<file path="config.mk">
export PLATFORM = sky130hd
export DESIGN_NAME = bank_arbiter_rr
export DESIGN_NICKNAME = d
export VERILOG_FILES = /design/src/rtl/bank_arbiter_rr.sv
export SDC_FILE = /design/constraint.sdc
export NUM_CORES = 1
export LEC_CHECK = 0
export ABC_AREA = 1
export ABC_CLOCK_PERIOD_IN_PS = 3500
export BUFFER_PORTS_ARGS = -buffer_cell sky130_fd_sc_hd__buf_2
export CAP_MARGIN = 20
export CORE_AREA = 4 4 156 158
export DETAILED_ROUTE_END_ITERATION = 8
export DIE_AREA = 0 0 160 162
export RECOVER_POWER = 25
export SYNTH_ARGS = -nofsm -noshare
export SYNTH_HDL_FRONTEND = slang
export SYNTH_SLANG_ARGS = --single-unit
export TNS_END_PERCENT = 20
</file>
<file path="constraint.sdc">
create_clock -name clk -period 3.5 [get_ports clk]
set_input_delay 0.525 -clock clk [delete_from_list [all_inputs] [get_ports clk]]
set_output_delay 0.525 -clock clk [all_outputs]
set_load 0.02 [all_outputs]
</file>
<file path="src/rtl/bank_arbiter_rr.sv">
// Round-robin arbiter that maps PARALLEL lanes onto one BRAM bank's address window,
// with registered BRAM commands and a per-lane read-return path. Optional stats: BANK_ARB_STATS_EN.
module bank_arbiter_rr #(
  parameter int ADDR_WIDTH = 13,
  parameter int DATA_WIDTH = 32,
  parameter int PARALLEL   = 4,
  parameter int LOWER_ADDR = 0,
  parameter int UPPER_ADDR = 4,
  parameter int RD_LATENCY = 1
) (
  input  logic                           clk,
  input  logic                           rst,
  input  logic [PARALLEL-1:0]            req,
  input  logic [PARALLEL-1:0]            write_en,
  input  logic [ADDR_WIDTH*PARALLEL-1:0] addrFM,
  input  logic [DATA_WIDTH*PARALLEL-1:0] dataFM,
  input  logic [DATA_WIDTH-1:0]          data_mem,
  output logic [ADDR_WIDTH-1:0]          addr,
  output logic [DATA_WIDTH-1:0]          data,
  output logic                           mem_en,
  output logic                           write_mem_en,
  output logic [PARALLEL-1:0]            grant,
  output logic [PARALLEL-1:0]            conflict,
  output logic [DATA_WIDTH*PARALLEL-1:0] dataM,
  output logic [PARALLEL-1:0]            rvalid
`ifdef BANK_ARB_STATS_EN
  ,
  output logic [31:0]                    grant_cnt,
  output logic [31:0]                    conflict_cnt
`endif
);

  localparam int PW = $clog2(PARALLEL);
  localparam logic [ADDR_WIDTH-1:0] LO   = ADDR_WIDTH'(LOWER_ADDR);
  localparam logic [ADDR_WIDTH-1:0] SPAN = ADDR_WIDTH'(UPPER_ADDR - LOWER_ADDR);

  logic [ADDR_WIDTH-1:0] off [PARALLEL];
  logic [PARALLEL-1:0]   elig;
  logic [PW-1:0]         ptr;
  logic [PW-1:0]         gidx;
  logic [PW-1:0]         scan;
  logic [PW:0]           scan_sum;
  logic                  found;

  logic [RD_LATENCY:0]   tag_v;
  logic [PW-1:0]         tag_lane [RD_LATENCY+1];

  // A single wrapped subtraction gives both the local address and the window test:
  // addr-LOWER (mod 2^ADDR_WIDTH) <= UPPER-LOWER holds exactly inside the window.
  always_comb begin
    for (int unsigned i = 0; i < PARALLEL; i++) begin
      off[i]  = addrFM[i*ADDR_WIDTH +: ADDR_WIDTH] - LO;
      elig[i] = req[i] && (off[i] <= SPAN);
    end
  end

  always_comb begin
    found    = 1'b0;
    gidx     = '0;
    scan     = '0;
    scan_sum = '0;
    for (int unsigned k = 0; k < PARALLEL; k++) begin
      scan_sum = {1'b0, ptr} + (PW+1)'(k);
      if (scan_sum >= (PW+1)'(PARALLEL))
        scan_sum = scan_sum - (PW+1)'(PARALLEL);
      scan = scan_sum[PW-1:0];
      if (!found && elig[scan]) begin
        found = 1'b1;
        gidx  = scan;
      end
    end
    grant = '0;
    if (found)
      grant[gidx] = 1'b1;
    conflict = elig & ~grant;
  end

  always_ff @(posedge clk) begin
    if (rst) begin
      ptr          <= '0;
      addr         <= '0;
      data         <= '0;
      mem_en       <= 1'b0;
      write_mem_en <= 1'b0;
      tag_v        <= '0;
      for (int unsigned i = 0; i <= RD_LATENCY; i++)
        tag_lane[i] <= '0;
    end else begin
      mem_en       <= found;
      write_mem_en <= found & write_en[gidx];
      if (found) begin
        ptr  <= (gidx == PW'(PARALLEL-1)) ? '0 : gidx + PW'(1);
        addr <= off[gidx];
        data <= dataFM[32'(gidx)*DATA_WIDTH +: DATA_WIDTH];
      end
      tag_v       <= {tag_v[RD_LATENCY-1:0], found & ~write_en[gidx]};
      tag_lane[0] <= gidx;
      for (int unsigned i = 1; i <= RD_LATENCY; i++)
        tag_lane[i] <= tag_lane[i-1];
    end
  end

  // The final tag stage lines up with the BRAM output word for that command.
  always_comb begin
    rvalid = '0;
    dataM  = '0;
    if (tag_v[RD_LATENCY]) begin
      rvalid[tag_lane[RD_LATENCY]] = 1'b1;
      dataM[32'(tag_lane[RD_LATENCY])*DATA_WIDTH +: DATA_WIDTH] = data_mem;
    end
  end

`ifdef BANK_ARB_STATS_EN
  localparam int CW = $clog2(PARALLEL+1);
  logic [CW-1:0] n_conf;
  logic [32:0]   conf_sum;

  always_comb begin
    n_conf = '0;
    for (int unsigned i = 0; i < PARALLEL; i++)
      n_conf = n_conf + CW'(conflict[i]);
    conf_sum = {1'b0, conflict_cnt} + 33'(n_conf);
  end

  always_ff @(posedge clk) begin
    if (rst) begin
      grant_cnt    <= '0;
      conflict_cnt <= '0;
    end else begin
      if (found && (grant_cnt != '1))
        grant_cnt <= grant_cnt + 32'd1;
      conflict_cnt <= conf_sum[32] ? '1 : conf_sum[31:0];
    end
  end
`endif

endmodule

</file>
==> summary.txt, run 1 <==
Status
  • Outcome: finished clean

Routing
  • Via count: 6,960
  • DRT iter0 DRCs: 396
  • WL per Instance: 14.7 um
  • DRC Markers: 0
  • DRT Pass-1 Iters: 7
  • WL final: 22,100 um
  • DR vias/cell: 4.62
  • Routed Antenna Nets: 0

Clocking
  • CTS Hold Buffers Added: 0
  • Post-CTS setup buffer count: 0
  • Root buffer cell: clkbuf_16
  • Post-CTS sizing: 0
  • Max clock buf depth: 2
  • CTS buffer count: 5
  • Worst-path clk slew: 0.08 ns
  • Worst skew pair latency: 0.30 ns
  • TritonCTS clock tree: yes
  • H-tree depth: 2
  • CTS Sinks: 55

Die
  • Cell Rows: 56
  • Die ar.: 0.0259 mm2
  • I/O pins: 409
  • Initial core utilization: 20.3%
  • Core area: 0.0231 mm2
  • Die extent in x: 160 um
  • Die Height: 162 um

Timing
  • Final number of max-transition violations: 0
  • Clock Skew: 0.00770 ns
  • Sum of negative setup slack: 0 ns
  • Slew headroom: 35.7%
  • Final Hold Fails: 0
  • Final Setup Violations: 0
  • Crit share post-route: 92.5%
  • RSZ-0062 raised after global routing: no
  • Least-Margin Pin Slew: 0.965 ns
  • Fmax: 309 MHz
  • Fin crit period: 3.24 ns

Global routing
  • Vias in the first global route: 6,614
  • Antenna violations before repair: 5
  • Gr ovfl total: 0
  • Largest net degree at the start of global routing: 84
  • Total GRT Usage: 15.9%
  • First-pass GRT wire length: 33,600 um

Finish
  • Share of cells above drive strength 1: 32.5%
  • Layout area overhead: 49.9%
  • Fill cells: 2,643
  • Layout Nets: 1,444
  • Post-Layout Cell Count: 1,506

Critical path
  • Worst path most repeated cell: nand2_1
  • Crit path buf inv count: 3
  • Top delay family on crit path: simple AND/OR/NAND/NOR gates
  • Critical path, cell by cell: inv_2 > nand3_1 > nand2_1 > nand2_2 > nand2_2 > nor2_2 > nand2_1 > nand3_1 > nand2_1 > ha_1 > nand2_1 > inv_1 > nor2_1 > buf_2
  • CP max FO: 12
  • Req. time, crit path: 2.97 ns
  • Slowest stage delay, CP: 0.69 ns
  • Slowest cell on crit path: dfxtp_1
  • Setup Crit Path Kind: reg -> out
  • Critical Path Sink Type: output pin
  • CP arrival: 2.71 ns
  • Worst setup SP type: flop

Power
  • Reg power frac: 37.1%
  • Internal power: 1.22 mW
  • Comb pwr share: 31.0%
  • Maximum vdd drop: 0.133 mV
  • Sw power: 0.651 mW
  • Part of the power in the clock network: 31.8%
  • Leak Pwr: 3.86 nW
  • PwrDens: 266 mW/mm2
  • Net Sw Frac: 34.8%

Logic synthesis
  • Post-synthesis mux area share: 0%
  • Cells after Synth: 848
  • Largest family of logic cells by synthesized area: simple AND/OR/NAND/NOR gates
  • Synth Area in Adders: 2.40%
  • Sequential-to-total area share from yosys stat: 23.5%
  • Simple-gate share of the synthesized area: 53.1%
  • Synth Area in Compound Gates: 8.64%
  • Syn_nets: 1,079
  • Distinct cell type count after synthesis: 25
  • Avg Cell Area, Syn: 5.53 um2
  • Synth warn: 0
  • Post-Syn Area: 0.00469 mm2
  • XOR/XNOR Fraction of Synth Area: 0.347%
  • Yosys reg bits: 55

Job
  • Max-cap viol count: 0

Placed design
  • PortBufs: 408
  • Cells after DPL: 1,496
  • Global placer's final weighted congestion: 0.886
  • DP Wirelength: 18,300 um

Worst hold path
  • Hold Crit Class: reg -> reg
-- flip-flops by register name, indices dropped and copies added, names as in the netlist --
register / flops
tag_v: 2
tag_lane: 4
data: 32
write_mem_en: 1
addr: 13
mem_en: 1
ptr: 2
-- worst min-delay path, stage by stage (launching register included) --
cell and delay [ns]:
dfxtp_1 0.30, inv_1 0.04, nor2_1 0.03
-- stage by stage --
step | setup WS (ns) | cell area (um2) | hold slack [ns] | power, mW | util (%)
after global routing | 0.00789 | 7030 | 0.408 | 2.01 | 30.4
after global placement | 0.493 | 6910 | 0.395 | 1.30 | 29.9
after detailed placement | 0.477 | 6930 | 0.393 | 1.31 | 30.0
after CTS | 0.276 | 7110 | 0.403 | 1.92 | 30.7
after floorplan | 0.561 | 4690 | 0.388 | 1.05 | -
final | 0.264 | 7030 | 0.401 | 1.87 | 30.4
-- layer usage --
layer	global-route usage (%)	vias to the layer above	wire length [um]
li1	-	3480	-
met2	29.9	367	11100
met3	3.55	50	1720
met1	17.1	3061	8440
met5	0	-	7
met4	6.69	2	858
-- placed cells by master (no fill, tap or decap) --
cell type	synthesis	final
a211oi_1	1	1
a21oi_1	38	38
a21oi_2	1	1
buf_16	0	1
buf_2	15	356
buf_4	4	14
bufinv_16	0	1
clkbuf_1	35	52
clkbuf_16	0	5
clkbuf_2	0	1
clkbuf_4	0	1
clkinv_4	0	1
dfxtp_1	55	55
diode_2	0	2
ha_1	9	9
inv_1	59	59
inv_2	5	5
inv_6	0	1
nand2_1	177	177
nand2_2	5	5
nand3_1	188	188
nand3_2	1	1
nand4_1	3	3
nor2_1	155	155
nor2_2	1	1
nor3_1	33	33
nor3b_1	10	10
o21a_1	1	1
o21ai_0	37	37
o22ai_1	1	1
xnor2_2	1	1
-- Yosys cell counts --
cell type  count  area (um2)
buf_4          4        30.0
ha_1           9         113
o22ai_1        1        6.26
o21a_1         1        7.51
o21ai_0       37         185
nand2_2        5        31.3
nand3_1      188         941
clkbuf_1      35         131
nand2_1      177         664
a21oi_2        1        8.76
nor3_1        33         165
buf_2         15        75.1
a21oi_1       38         190
buf_1          8        30.0
a211oi_1       1        7.51
inv_2          5        18.8
nor3b_1       10        75.1
dfxtp_1       55        1100
inv_1         59         221
nor2_2         1        6.26
nand4_1        3        18.8
nand3_2        1        10.0
xnor2_2        1        16.3
nor2_1       155         582
buf_6          5        56.3
-- kinds of logic (layout without fill, tap and decap cells) --
family	count (synthesis)	count (layout)
other cells	0	2
flops	55	55
simple gates	573	573
xor+xnor	1	1
compound gates	79	79
fa+ha+maj	9	9
buf+inv	131	497
-- path summary, 6_finish.rpt --
kind	to	depth (start not counted)	from	slack, ns
setup / recovery	conflict[1]	14	ptr[0]	0.26
hold reg to reg	tag_lane[0][2]	2	tag_lane[0][0]	0.40
setup reg to reg	data[31]	12	ptr[0]	0.42
hold / removal	tag_lane[0][2]	2	tag_lane[0][0]	0.40
-- power by group through the flow --
stage	clock, mW	combinational (mW)	sequential [mW]
detailed placement	0	0.599	0.707
global placement	0	0.591	0.707
global route	0.653	0.655	0.701
finish	0.596	0.580	0.695
floorplan	0	0.305	0.749
CTS	0.626	0.601	0.694
-- cell type report --
cell class / count / area [um2] / share of cell area (%)
Clock buffer: 5 / 125 / 1.78
Inverter: 64 / 240 / 3.42
Timing Repair Buffer: 425 / 2120 / 30.2
Antenna cell: 2 / 5.00 / 0.0712
Multi-Input combinational cell: 662 / 3030 / 43.1
Clock inverter: 3 / 47.5 / 0.676
Tap cell: 290 / 363 / 5.16
Sequential cell: 55 / 1100 / 15.7
No activity file was read; power rests on OpenSTA's default activity.
==> run 2, diff against run 1 <==
--- a/config.mk
+++ b/config.mk
@@ -10,6 +10,7 @@
 export BUFFER_PORTS_ARGS = -buffer_cell sky130_fd_sc_hd__buf_2
 export CAP_MARGIN = 20
 export CORE_AREA = 4 4 156 158
+export CTS_CLUSTER_DIAMETER = 30
 export DETAILED_ROUTE_END_ITERATION = 8
 export DIE_AREA = 0 0 160 162
 export RECOVER_POWER = 25
==> constraint.sdc (replaced) <==
create_clock -name clk -period 3.5 [get_ports clk]
set_input_delay 0.525 -clock clk [delete_from_list [all_inputs] [get_ports clk]]
set_output_delay 0.525 -clock clk [all_outputs]
set_load 0.005 [all_outputs]
==> summary.txt, run 2 (synthesis gave the netlist of run 1 again) <==
Status
  • Outcome: finished clean

Clocking
  • CTS Sinks: 55
  • CTS Hold Buffers Added: 0
  • CTS buffer count: 5
  • Root buffer cell: clkbuf_16
  • Worst-path clk slew: 0.07 ns
  • Post-CTS sizing: 0
  • Worst skew pair latency: 0.30 ns
  • TritonCTS clock tree: yes
  • H-tree depth: 2
  • Post-CTS setup buffer count: 0
  • Max clock buf depth: 2

Critical path
  • Worst path most repeated cell: inv_1
  • Setup Crit Path Kind: reg -> out
  • Critical Path Sink Type: output pin
  • Reg2reg start: ptr[0]
  • Critical path, cell by cell: inv_1 > ha_1 > inv_1 > nand3_1 > nor2_1 > buf_2
  • R2R Setup Slk: 0.51 ns
  • Worst setup SP type: flop
  • Crit Reg-Reg Endpoint: write_mem_en
  • Cells on worst reg2reg path: 9
  • Req. time, crit path: 2.97 ns
  • Slowest stage delay, CP: 0.60 ns
  • CP max FO: 26
  • Slowest cell on crit path: inv_1
  • CP arrival: 2.69 ns

Worst hold path
  • Hold Startpoint: tag_lane[0][1]
  • Hold Crit Class: reg -> reg
  • Worst Hold Depth: 2
  • Hold EP: tag_lane[0][3]

Job
  • Max-cap viol count: 0

Placed design
  • PortBufs: 408
  • Global placer's final weighted congestion: 0.890
  • Area after DPL: 0.00693 mm2
  • DP Wirelength: 18,400 um

Finish
  • Biggest regs: data x32, addr x13, tag_lane x4
  • Final instance area: 0.00705 mm2
  • Layout Nets: 1,444
  • Share of cells above drive strength 1: 33.4%
  • Register with the most flip-flops: data
  • Max reg flops: 32
  • Layout area overhead: 50.2%
  • Commonest non-fill, non-tap cell in the layout: buf_2
  • Fill cells: 2,637
  • Highest-count cells in the layout ignoring fill and taps: buf_2 (367), nand3_1 (188), nand2_1 (177), nor2_1 (155), inv_1 (59)

Power
  • Internal power: 1.22 mW
  • PwrDens: 259 mW/mm2
  • Comb pwr share: 29.3%
  • Net Sw Frac: 33.2%
  • Leak Pwr: 3.91 nW
  • Reg power frac: 37.9%
  • Sw power: 0.608 mW
  • Part of the power in the clock network: 32.8%
  • Maximum vdd drop: 0.139 mV

Timing
  • Least-Margin Pin Slew: 1.31 ns
  • RSZ-0062 raised after global routing: no
  • Crit share post-route: 91.8%
  • Final Setup Violations: 0
  • Fmax: 311 MHz
  • Slew headroom: 12.7%
  • Worst-case hold slack: 0.403 ns
  • Final number of max-transition violations: 0
  • Final Hold Fails: 0
  • Fin crit period: 3.21 ns
  • Sum of negative setup slack: 0 ns
  • Clock Skew: 0.00875 ns

Routing
  • DRT Pass-1 Iters: 7
  • WL per Instance: 14.7 um
  • Routed Antenna Nets: 0
  • DRC Markers: 0
  • DRT iter0 DRCs: 430
  • DR vias/cell: 4.56
  • WL final: 22,200 um
  • Via count: 6,878

Die
  • Die extent in x: 160 um
  • Initial core utilization: 20.3%
  • Cell Rows: 56
  • I/O pins: 409
  • Core area: 0.0231 mm2
  • Die Height: 162 um
  • Die ar.: 0.0259 mm2

Global routing
  • Vias in the first global route: 6,439
  • First-pass GRT wire length: 33,600 um
  • Total GRT Usage: 16.0%
  • Antenna violations before repair: 7
  • Gr ovfl total: 0
  • Largest net degree at the start of global routing: 84
## run 2: cell count changes in the layout (fill, tap and decap cells not counted), sizes merged
cell,change
diode,+2
buf,+12
clkbuf,-12
## run 2: power groups by stage
| stage | registers [mW] | clock network (mW) | logic (mW) |
|---|---|---|---|
| final | 0.694 | 0.600 | 0.535 |
| after global routing | 0.701 | 0.659 | 0.607 |
| after CTS | 0.693 | 0.634 | 0.552 |
| after detailed placement | 0.707 | 0 | 0.551 |
| after global placement | 0.707 | 0 | 0.545 |
| after floorplan | 0.705 | 0 | 0.301 |
## run 2: routing by layer
metal / vias to the layer above / wire length, um / global-route usage, %
met5: - / 7 / 0
met4: 2 / 959 / 7.24
met3: 45 / 1760 / 3.81
met1: 3010 / 8360 / 17.2
li1: 3485 / - / -
met2: 336 / 11100 / 29.6
## run 2: final cells by class
class,count,area (um2),share of cell area (%)
Clock inverter,3,47.5,0.674
Sequential cell,55,1100,15.6
Multi-Input combinational cell,662,3030,43.0
Tap cell,290,363,5.15
Clock buffer,5,125,1.77
Timing Repair Buffer,425,2130,30.3
Inverter,64,240,3.41
Antenna cell,4,10.0,0.142
## run 2: how the worst max path moves through the flow
stage / start / to / slack, ns
global route: ptr[0] / conflict[0] / 0.05
global placement: addrFM[3] / conflict[1] / 0.59
CTS: tag_lane[0][2] / dataM[127] / 0.29
floorplan: addrFM[28] / conflict[1] / 0.82
detailed placement: addrFM[3] / conflict[1] / 0.54
finish: tag_lane[0][2] / dataM[127] / 0.29
## run 2: worst max-delay path, delay by kind of cell, from the launching register on
family,cells,cell delay (ns)
adder cells (fa/ha/maj),1,0.34
buffers and inverters,3,0.95
flip-flops,1,0.54
AND/OR/NAND/NOR,2,0.55
## run 2: stage by stage
stage | util [%] | worst slack (ns) | instances | total power, mW
2_1_floorplan | - | 0.819 | 848 | 1.01
3_3_place_gp | 29.9 | 0.585 | 1495 | 1.25
3_5_place_dp | 30.0 | 0.545 | 1496 | 1.26
4_1_cts | 30.7 | 0.289 | 1504 | 1.88
5_1_grt | 30.5 | 0.0513 | 1508 | 1.97
6_report | 30.5 | 0.286 | 1508 | 1.83
==> run 3, diff against run 2 <==
--- a/config.mk
+++ b/config.mk
@@ -13,6 +13,7 @@
 export CTS_CLUSTER_DIAMETER = 30
 export DETAILED_ROUTE_END_ITERATION = 8
 export DIE_AREA = 0 0 160 162
+export PLACE_DENSITY = 0.55
 export RECOVER_POWER = 25
 export SYNTH_ARGS = -nofsm -noshare
 export SYNTH_HDL_FRONTEND = slang
==> summary.txt, run 3 (synthesis gave the netlist of run 1 again) <==
Status
  • Outcome: finished clean

Timing
  • Worst-case hold slack: 0.402 ns
  • RSZ-0062 raised after global routing: no
  • Clock Skew: 0.00917 ns
  • Final Setup Violations: 0
  • Final worst slack: 0.294 ns
  • Slew headroom: 11.0%
  • Fmax: 312 MHz
  • Final Hold Fails: 0
  • Fin crit period: 3.21 ns
  • Final number of max-transition violations: 0
  • Crit share post-route: 91.6%
  • Least-Margin Pin Slew: 1.33 ns
  • Sum of negative setup slack: 0 ns

Global routing
  • Gr ovfl total: 0
  • First-pass GRT wire length: 35,600 um
  • Antenna violations before repair: 4
  • Vias in the first global route: 6,500
  • Total GRT Usage: 17.1%
  • Largest net degree at the start of global routing: 84

Routing
  • DRT Pass-1 Iters: 5
  • DR vias/cell: 4.55
  • WL final: 23,800 um
  • WL per Instance: 15.8 um
  • DRT iter0 DRCs: 389
  • DRC Markers: 0
  • Via count: 6,862
  • Routed Antenna Nets: 0

Critical path
  • Top delay family on crit path: simple AND/OR/NAND/NOR gates
  • Slowest stage delay, CP: 0.53 ns
  • Slowest cell on crit path: dfxtp_1
  • Worst setup SP type: flop
  • Worst path most repeated cell: nand2_1
  • Critical Path Sink Type: output pin
  • Req. time, crit path: 2.97 ns
  • Critical path, cell by cell: buf_4 > inv_2 > nand3_1 > nand2_1 > nand2_1 > nand2_2 > nor2_2 > nand2_1 > nand3_1 > nand2_1 > ha_1 > nand2_1 > inv_1 > nor2_1 > buf_2
  • CP max FO: 7
  • CP arrival: 2.68 ns
  • Crit path buf inv count: 4
  • Setup Crit Path Kind: reg -> out

Power
  • Reg power frac: 37.9%
  • Internal power: 1.22 mW
  • Part of the power in the clock network: 32.7%
  • Sw power: 0.609 mW
  • Comb pwr share: 29.4%
  • PwrDens: 260 mW/mm2
  • Leak Pwr: 3.93 nW
  • Net Sw Frac: 33.2%
  • Maximum vdd drop: 0.160 mV
  • Tot Pwr: 1.83 mW

Die
  • Die ar.: 0.0259 mm2
  • Die Height: 162 um
  • Initial core utilization: 20.3%
  • I/O pins: 409
  • Cell Rows: 56
  • Core area: 0.0231 mm2
  • Die extent in x: 160 um

Clocking
  • H-tree depth: 2
  • Root buffer cell: clkbuf_16
  • Max clock buf depth: 2
  • Post-CTS setup buffer count: 0
  • CTS Hold Buffers Added: 0
  • CTS Sinks: 55
  • TritonCTS clock tree: yes
  • Worst skew pair latency: 0.30 ns
  • Post-CTS sizing: 0
  • Worst-path clk slew: 0.08 ns
  • CTS buffer count: 5

Placed design
  • Global placer's final weighted congestion: 0.884
  • DP Wirelength: 19,400 um
  • PortBufs: 408
  • Place WS: 0.515 ns

Finish
  • Layout Nets: 1,445
  • Highest-count cells in the layout ignoring fill and taps: buf_2 (373), nand3_1 (188), nand2_1 (178), nor2_1 (155), inv_1 (59)
  • Layout area overhead: 50.3%
  • Share of cells above drive strength 1: 33.8%
  • Final core utilization: 30.5%
  • Max reg flops: 32
  • Register with the most flip-flops: data
  • Biggest regs: data x32, addr x13, tag_lane x4
  • Commonest non-fill, non-tap cell in the layout: buf_2

Worst hold path
  • Hold Crit Class: reg -> reg

Job
  • Max-cap viol count: 0
[run 3: cell types whose count changed in the layout (fill, tap and decap cells not counted), sizes merged]
cell / delta
buf: +8
diode: -1
clkbuf: -7
[run 3: per-layer routing]
| layer | track usage (%) | wire (um) | up-vias |
|---|---|---|---|
| met2 | 33.0 | 12400 | 332 |
| met1 | 18.2 | 8870 | 3010 |
| met3 | 3.81 | 1770 | 39 |
| li1 | - | - | 3479 |
| met4 | 5.91 | 771 | 2 |
| met5 | 0 | 13 | - |
[run 3: cell type report]
| class | count | area, um2 |
|---|---|---|
| Fill cell | 2664 | 16100 |
| Multi-Input combinational cell | 662 | 3030 |
| Timing Repair Buffer | 426 | 2140 |
| Sequential cell | 55 | 1100 |
| Tap cell | 290 | 363 |
| Inverter | 64 | 240 |
| Clock buffer | 5 | 125 |
| Clock inverter | 3 | 47.5 |
| Antenna cell | 3 | 7.51 |
[run 3: stage by stage]
| step | std cells | instance area, um2 |
|---|---|---|
| CTS | 1505 | 7090 |
| detailed placement | 1497 | 6920 |
| finish | 1508 | 7050 |
| floorplan | 848 | 4690 |
| global placement | 1496 | 6900 |
| global route | 1508 | 7050 |
[run 3: power groups by stage]
stage	registers (mW)	logic, mW	clock network, mW
CTS	0.694	0.553	0.636
detailed placement	0.708	0.552	0
global route	0.700	0.612	0.650
global placement	0.708	0.549	0
finish	0.694	0.538	0.599
floorplan	0.705	0.301	0
[run 3: worst reg2reg max path, stage by stage (launching register included)]
cell and delay (ns):
dfxtp_1 0.53, buf_4 0.23, nand3_1 0.13, nand2_1 0.10, nand2_1 0.12, nand2_2 0.12
nor2_2 0.07, nand4_1 0.18, buf_2 1.03, nand2_1 0.24, nor2_1 0.21
[run 3: final timing paths]
| check | startpoint | endpoint | slack [ns] | cells past startpoint |
|---|---|---|---|---|
| worst max register to register | ptr[0] | tag_v[0] | 0.47 | 10 |
| worst max-delay path | ptr[0] | conflict[1] | 0.29 | 15 |
| worst min register to register | tag_lane[0][0] | tag_lane[0][2] | 0.40 | 2 |
| worst min-delay path | tag_lane[0][0] | tag_lane[0][2] | 0.40 | 2 |
